<file path="src/rtl/sh7604_pkg.sv">
// Shared SH7604 definitions: multiplier op codes and the MAC sequencer state type.
package sh7604_pkg;

    localparam logic [3:0] MACOP_STS    = 4'b0000;
    localparam logic [3:0] MACOP_MULL   = 4'b0001;
    localparam logic [3:0] MACOP_DMULU  = 4'b0010;
    localparam logic [3:0] MACOP_DMULS  = 4'b0011;
    localparam logic [3:0] MACOP_LDS    = 4'b0100;
    localparam logic [3:0] MACOP_MULUW  = 4'b0110;
    localparam logic [3:0] MACOP_MULSW  = 4'b0111;
    localparam logic [3:0] MACOP_MACL   = 4'b1001;
    localparam logic [3:0] MACOP_MACW   = 4'b1011;
    localparam logic [3:0] MACOP_CLRMAC = 4'b1111;

    typedef enum logic [2:0] {
        MS_IDLE,
        MS_WAIT_IDLE,
        MS_FETCH_N,
        MS_FETCH_M,
        MS_ISSUE_1,
        MS_ISSUE_2,
        MS_STS_RD,
        MS_DONE
    } MacSeqState_t;

    function automatic logic is_mac_op(input logic [3:0] op);
        return (op == MACOP_MACL) || (op == MACOP_MACW);
    endfunction

    // Operand stride: MAC.W walks half-words, MAC.L walks long-words.
    function automatic logic [31:0] mac_inc(input logic [3:0] op);
        return (op == MACOP_MACW) ? 32'd2 : 32'd4;
    endfunction

endpackage

</file>
<file path="src/rtl/sh7604_mac_seq.sv">
// Sequencer between the SH7604 execute stage and the multiply/accumulate unit.
// Build option SH7604_MACSEQ_OVERLAP_EN: let MAC.x operand fetches overlap a busy multiplier.
module sh7604_mac_seq
    import sh7604_pkg::*;
(
    input  logic        CLK,
    input  logic        RST_N,
    input  logic        CE_R,
    input  logic        EN,
    input  logic        REQ,
    input  logic [3:0]  OP,
    input  logic [1:0]  SEL,
    input  logic        SAT,
    input  logic [31:0] RM,
    input  logic [31:0] RN,
    input  logic        SAME,
    output logic        ACK,
    output logic [31:0] RM_NEW,
    output logic [31:0] RN_NEW,
    output logic        RM_WB,
    output logic        RN_WB,
    output logic [31:0] STS_DATA,
    output logic [31:0] MEM_A,
    output logic        MEM_REQ,
    input  logic        MEM_RDY,
    input  logic [31:0] MEM_DI,
    output logic [1:0]  MAC_SEL,
    output logic [3:0]  MAC_OP,
    output logic        MAC_S,
    output logic        MAC_WE,
    output logic [31:0] MAC_DI,
    output logic [31:0] MAC_A,
    input  logic        MAC_BUSY,
    input  logic [31:0] MAC_DO
);

    MacSeqState_t state, state_nx;

    logic        en;
    logic [3:0]  op_q;
    logic [1:0]  sel_q;
    logic        sat_q;
    logic        same_q;
    logic [31:0] rm_q, rn_q;
    logic [31:0] d1_q, d2_q, a1_q, a2_q;
    logic [31:0] sts_q, rm_new_q, rn_new_q;
    logic [31:0] inc_in, fetch_m_addr;
    logic        mac_q;

    assign en           = CE_R & EN;
    assign inc_in       = mac_inc(OP);
    assign mac_q        = is_mac_op(op_q);
    assign fetch_m_addr = same_q ? (rn_q + mac_inc(op_q)) : rm_q;

    function automatic MacSeqState_t dispatch(input logic [3:0] op);
        case (op)
`ifdef SH7604_MACSEQ_OVERLAP_EN
            MACOP_MACL, MACOP_MACW:                 return MS_FETCH_N;
`else
            MACOP_MACL, MACOP_MACW:                 return MS_WAIT_IDLE;
`endif
            MACOP_MULL, MACOP_DMULU, MACOP_DMULS:   return MS_ISSUE_1;
            MACOP_MULUW, MACOP_MULSW,
            MACOP_LDS, MACOP_CLRMAC:                return MS_ISSUE_2;
            MACOP_STS:                              return MS_STS_RD;
            default:                                return MS_DONE;
        endcase
    endfunction

    // Control and visible result registers
    always_ff @(posedge CLK or negedge RST_N) begin
        if (!RST_N) begin
            state    <= MS_IDLE;
            op_q     <= '0;
            sel_q    <= '0;
            sat_q    <= 1'b0;
            same_q   <= 1'b0;
            sts_q    <= '0;
            rm_new_q <= '0;
            rn_new_q <= '0;
        end else if (en) begin
            state <= state_nx;
            if (state == MS_IDLE && REQ) begin
                op_q     <= OP;
                sel_q    <= SEL;
                sat_q    <= SAT;
                same_q   <= SAME;
                rm_new_q <= RM + inc_in;
                rn_new_q <= RN + (SAME ? {inc_in[30:0], 1'b0} : inc_in);
            end
            if (state == MS_STS_RD && !MAC_BUSY)
                sts_q <= MAC_DO;
        end
    end

    // Operand and fetch data registers
    always_ff @(posedge CLK) begin
        if (en) begin
            if (state == MS_IDLE && REQ) begin
                rm_q <= RM;
                rn_q <= RN;
            end
            if (state == MS_FETCH_N && MEM_RDY) begin
                d1_q <= MEM_DI;
                a1_q <= rn_q;
            end
            if (state == MS_FETCH_M && MEM_RDY) begin
                d2_q <= MEM_DI;
                a2_q <= fetch_m_addr;
            end
        end
    end

    always_comb begin
        state_nx = state;
        MEM_REQ  = 1'b0;
        MEM_A    = '0;
        MAC_SEL  = 2'b00;
        MAC_WE   = 1'b0;
        MAC_DI   = '0;
        MAC_A    = '0;
        ACK      = 1'b0;
        case (state)
            MS_IDLE: begin
                if (REQ)
                    state_nx = dispatch(OP);
            end
            MS_WAIT_IDLE: begin
                MAC_SEL = 2'b11;
                if (!MAC_BUSY)
                    state_nx = MS_FETCH_N;
            end
            MS_FETCH_N: begin
                MEM_REQ = 1'b1;
                MEM_A   = rn_q;
                if (MEM_RDY)
                    state_nx = MS_FETCH_M;
            end
            MS_FETCH_M: begin
                MEM_REQ = 1'b1;
                MEM_A   = fetch_m_addr;
                if (MEM_RDY)
                    state_nx = MS_ISSUE_1;
            end
            MS_ISSUE_1: begin
                if (mac_q) begin
                    MAC_SEL = 2'b10;
                    MAC_DI  = d1_q;
                    MAC_A   = a1_q;
                end else begin
                    MAC_SEL = 2'b01;
                    MAC_DI  = rm_q;
                end
                MAC_WE = !MAC_BUSY;
                if (!MAC_BUSY)
                    state_nx = MS_ISSUE_2;
            end
            MS_ISSUE_2: begin
                // Second write: the low-order half for MAC.x, the sole write for single-write ops
                case (op_q)
                    MACOP_MACL, MACOP_MACW: begin
                        MAC_SEL = 2'b01;
                        MAC_DI  = d2_q;
                        MAC_A   = a2_q;
                    end
                    MACOP_MULUW, MACOP_MULSW: begin
                        MAC_SEL = 2'b10;
                        MAC_DI  = {rn_q[15:0], rm_q[15:0]};
                    end
                    MACOP_LDS: begin
                        MAC_SEL = sel_q;
                        MAC_DI  = rm_q;
                    end
                    MACOP_CLRMAC: MAC_SEL = 2'b11;
                    default: begin
                        MAC_SEL = 2'b10;
                        MAC_DI  = rn_q;
                    end
                endcase
                MAC_WE = !MAC_BUSY;
                if (!MAC_BUSY)
                    state_nx = MS_DONE;
            end
            MS_STS_RD: begin
                MAC_SEL = sel_q;
                if (!MAC_BUSY)
                    state_nx = MS_DONE;
            end
            MS_DONE: begin
                ACK      = 1'b1;
                state_nx = MS_IDLE;
            end
            default: state_nx = MS_IDLE;
        endcase
    end

    assign MAC_OP   = (state != MS_IDLE) ? op_q  : 4'b0000;
    assign MAC_S    = (state != MS_IDLE) ? sat_q : 1'b0;
    assign RN_WB    = ACK && mac_q;
    assign RM_WB    = ACK && mac_q && !same_q;
    assign RM_NEW   = rm_new_q;
    assign RN_NEW   = rn_new_q;
    assign STS_DATA = sts_q;

endmodule

</file>
<file path="config.mk">
export PLATFORM = sky130hd
export DESIGN_NAME = sh7604_mac_seq
export DESIGN_NICKNAME = d
export VERILOG_FILES = /design/src/rtl/sh7604_pkg.sv /design/src/rtl/sh7604_mac_seq.sv
export SDC_FILE = /design/constraint.sdc
export NUM_CORES = 1
export LEC_CHECK = 0
export ABC_AREA = 1
export BUFFER_PORTS_ARGS = -buffer_cell sky130_fd_sc_hd__buf_2
export CAP_MARGIN = 40
export CORE_ASPECT_RATIO = 1.5
export CORE_UTILIZATION = 45
export CTS_BUF_LIST = sky130_fd_sc_hd__clkbuf_8
export CTS_CLUSTER_DIAMETER = 60
export DETAILED_ROUTE_END_ITERATION = 10
export GPL_TIMING_DRIVEN = 0
export HOLD_SLACK_MARGIN = 0.06
export PLACE_DENSITY_LB_ADDON = 0.1
export SYNTH_ARGS = -nofsm -noshare
export SYNTH_HDL_FRONTEND = slang
export SYNTH_SLANG_ARGS = --single-unit
</file>
<file path="constraint.sdc">
create_clock -name CLK -period 7.4 [get_ports CLK]
set_input_delay 1.11 -clock CLK [delete_from_list [all_inputs] [get_ports CLK]]
set_output_delay 1.11 -clock CLK [all_outputs]
set_load 0.05 [all_outputs]
</file>
==> results.yml <==
status:
  status: "finished, violations left"
  violations: "design-rule violations"
final_layout:
  final_core_util_pct: 55.7
  drive_above_1_share_pct: 24.1
  final_common_cell: "nand2_1"
  stdcell_count: 2534
  area.growth.synth_to_final_pct: 21.8
  final_cell_mix: "552 x nand2_1, 370 x buf_2, 192 x edfxtp_1"
  final_nets: 2230
routing:
  final_antenna_net_count: 0
  dr.pass1.iters: 8
  wl_met2_mm: 31.2
  via_count: 14155
  wl_per_cell_um: 24.2
  routed_wl_mm: 61.4
  top_layer_used: "met5"
  drt_iter0_markers: 1103
  vias_per_cell: 5.59
  m1WireLength_mm: 22.1
  post-route-drc-count: 14
  wl_met3_mm: 4.25
place:
  hpwl_mm: 48.1
  gp_congestion: 0.973
  dp_slack_ns: 3.12
  port_buffers: 346
  dp.cells: 2444
clock_network:
  clk_latency_ns: 0.61
  cts_tree: "yes"
  post_cts_resized: 0
  cts_buffers: 49
  cts_sinks: 299
  hold_buffers: 0
  cts_root_buf: "clkbuf_8"
  cts_setup_buffers: 0
  clkTransAtPathRegs_ns: 0.07
  ctsHtreeMaxLevel: 2
  clockBufferDepth: 3
power_and_ir_drop:
  seq_power_share_pct: 31.7
  switching_power_mw: 3.70
  p_leak_nw: 8.56
  p_int_mw: 3.61
  power_frac_comb_pct: 49.0
  vdd_ir_drop_max_v: 0.000285
  p_sw_share_pct: 50.6
  powerDensity_nw_per_um2: 393
  clkPwrFrac_pct: 19.3
global_routing:
  track_usage_pct: 35.2
  grt_first_pass_wirelength_mm: 88.4
  overflow: 0
  antenna_found_initial: 2
  grt_max_degree: 74
  first_global_vias: 13953
worst_setup_path:
  crit_type: "flip-flop to primary output"
  startpoint_type: "flip-flop"
  path_buf_inv: 3
  crit_required_ns: 6.29
  slowest_delay_ns: 0.57
  critPathCaptureType: "primary output"
  cp_common_cell: "nand2_1"
  path_cells: "inv_2, nand3_2, nor2_1, ha_1, inv_1, fa_1, nor2_2, nand2_1, xor2_1, o21ai_0, nand2_1, nand2_1, buf_2"
  worstPathMaxFanout: 5
  slowest_stage: "o21ai_0"
  cpLargestDelayFamily: "simple AND/OR/NAND/NOR gates"
  worstPathArrival_ns: 3.80
die:
  fp.dieH_um: 227
  die_w_um: 152
  ios: 347
  core_um2: 33300
  start_util_pct: 45.7
  die_area_um2: 34600
  row_count: 82
logic_synthesis:
  synthCells: 1673
  ys_types: 44
  syn_area_um2: 15200
  yosys_warnings: 0
  synth_fp_nets: 1828
  postSynthAreaPerCell_um2: 9.12
  ys_seq_area_share_pct: 55.4
  ys_ff_latch: 299
timing:
  fmax_mhz: 204
  fin_tns_setup_ns: 0
  period_minus_slack_ns: 4.91
  tightest_slew_ns: 0.798
  hold_viol_final: 0
  max-slew-margin-rel_pct: 46.7
  report.final.slew_viol_count: 0
  rsz0062_at_grt: "false"
  fin_crit_sh_pct: 66.4
  setup_viol: 0
  clock_skew_ns: 0.0350
  finalWorstSetupSlack_ns: 2.49
run:
  max-cap-violations: 0
worst_hold_path:
  min_path_type: "flip-flop to flip-flop"
[area by class of cell]
cell class | instances | area (um2)
tap | 420 | 526
inverter | 124 | 465
timing repair buffer | 351 | 1850
sequential | 299 | 8440
clock buffer | 51 | 702
antenna | 1 | 2.50
multi-input combinational | 1186 | 6010
buffer | 64 | 343
clock inverter | 38 | 226
fill | 3168 | 14800
[worst reg2reg max path, delay by kind of cell (launching register included)]
kind | cells | cell delay [ns]
and+or+nand+nor | 5 | 1.01
buffers and inverters | 2 | 0.16
AOI/OAI and AO/OA | 1 | 0.54
xor gates and xnor gates | 1 | 0.13
adders and majority gates | 2 | 0.66
DFF | 1 | 0.41
[kinds of logic (layout without fill, tap and decap cells)]
family                   after synthesis  in the layout  share of synthesized area [%]
AO/OA/AOI/OAI                        222            222                           9.40
multiplexers                          32             32                           2.36
adder cells (fa/ha/maj)               12             12                           1.13
flip-flops                           299            299                           55.4
buffers and inverters                188            628                           5.30
other                                  0              1                              0
AND/OR/NAND/NOR                      892            892                           24.8
XOR/XNOR                              28             28                           1.61
[state kept, by name, indices dropped and copies added, names as in the netlist, 3 cells and up]
signal	flops
STS_DATA	32
a2_q	32
op_q	4
RN_NEW	32
RM_NEW	32
rm_q	32
rn_q	32
d1_q	32
a1_q	32
d2_q	32
state	3
[cells in the mapped netlist, drive strengths merged]
cell type | instances | share of area (%)
a21boi | 3 | 0.15
a21oi | 21 | 0.69
a22oi | 38 | 1.9
a31oi | 7 | 0.29
a32o | 32 | 2.1
and2 | 15 | 0.62
buf | 43 | 1.7
clkbuf | 21 | 0.52
clkinv | 2 | 0.049
dfrtp | 107 | 18
edfxtp | 192 | 38
fa | 3 | 0.39
ha | 9 | 0.74
inv | 122 | 3.0
mux2 | 32 | 2.4
nand2 | 557 | 14
nand3 | 108 | 3.8
nand3b | 14 | 0.69
nand4 | 12 | 0.49
nor2 | 145 | 3.9
nor3 | 22 | 0.82
nor4 | 1 | 0.041
o211ai | 9 | 0.44
o21a | 6 | 0.30
o21ai | 101 | 3.3
o21bai | 2 | 0.098
o221ai | 1 | 0.057
o22ai | 1 | 0.041
o311ai | 1 | 0.057
or2 | 18 | 0.74
xnor2 | 9 | 0.52
xor2 | 19 | 1.1
[path summary, 6_finish.rpt]
kind | from | endpoint | slack [ns] | depth (start not counted)
min | rn_q[0] | a1_q[0] | 0.47 | 0
max | op_q[2] | MEM_A[7] | 2.49 | 13
min in group asynchronous | RST_N | STS_DATA[4] | 0.52 | 1
min reg2reg | rn_q[0] | a1_q[0] | 0.47 | 0
max reg2reg | op_q[2] | a2_q[15] | 4.21 | 11
max in group asynchronous | RST_N | RM_NEW[0] | 6.15 | 2
[per-stage QoR]
| step | hold slack (ns) | area [um2] | total power [mW] |
|---|---|---|---|
| 5_1_grt | 0.498 | 18600 | 7.60 |
| 3_5_place_dp | 0.461 | 17600 | 5.89 |
| 3_3_place_gp | 0.459 | 17500 | 5.85 |
| 4_1_cts | 0.483 | 18600 | 7.30 |
| 2_1_floorplan | 0.426 | 15200 | 4.83 |
| 6_report | 0.469 | 18600 | 7.30 |
[per-layer routing]
metal / global-route usage [%] / vias to the layer above
met5: 0 / -
met4: 21.1 / 2
met3: 5.58 / 166
met2: 63.9 / 719
met1: 39.1 / 6789
li1: - / 6479
[power groups by stage]
stage	Combinational, mW	Clock (mW)	Sequential, mW
after floorplan	1.69	0	3.14
after global placement	3.52	0	2.33
after detailed placement	3.55	0	2.34
after CTS	3.56	1.43	2.31
after global routing	3.77	1.49	2.34
final	3.58	1.41	2.32
(Power assumes the default switching activity.)
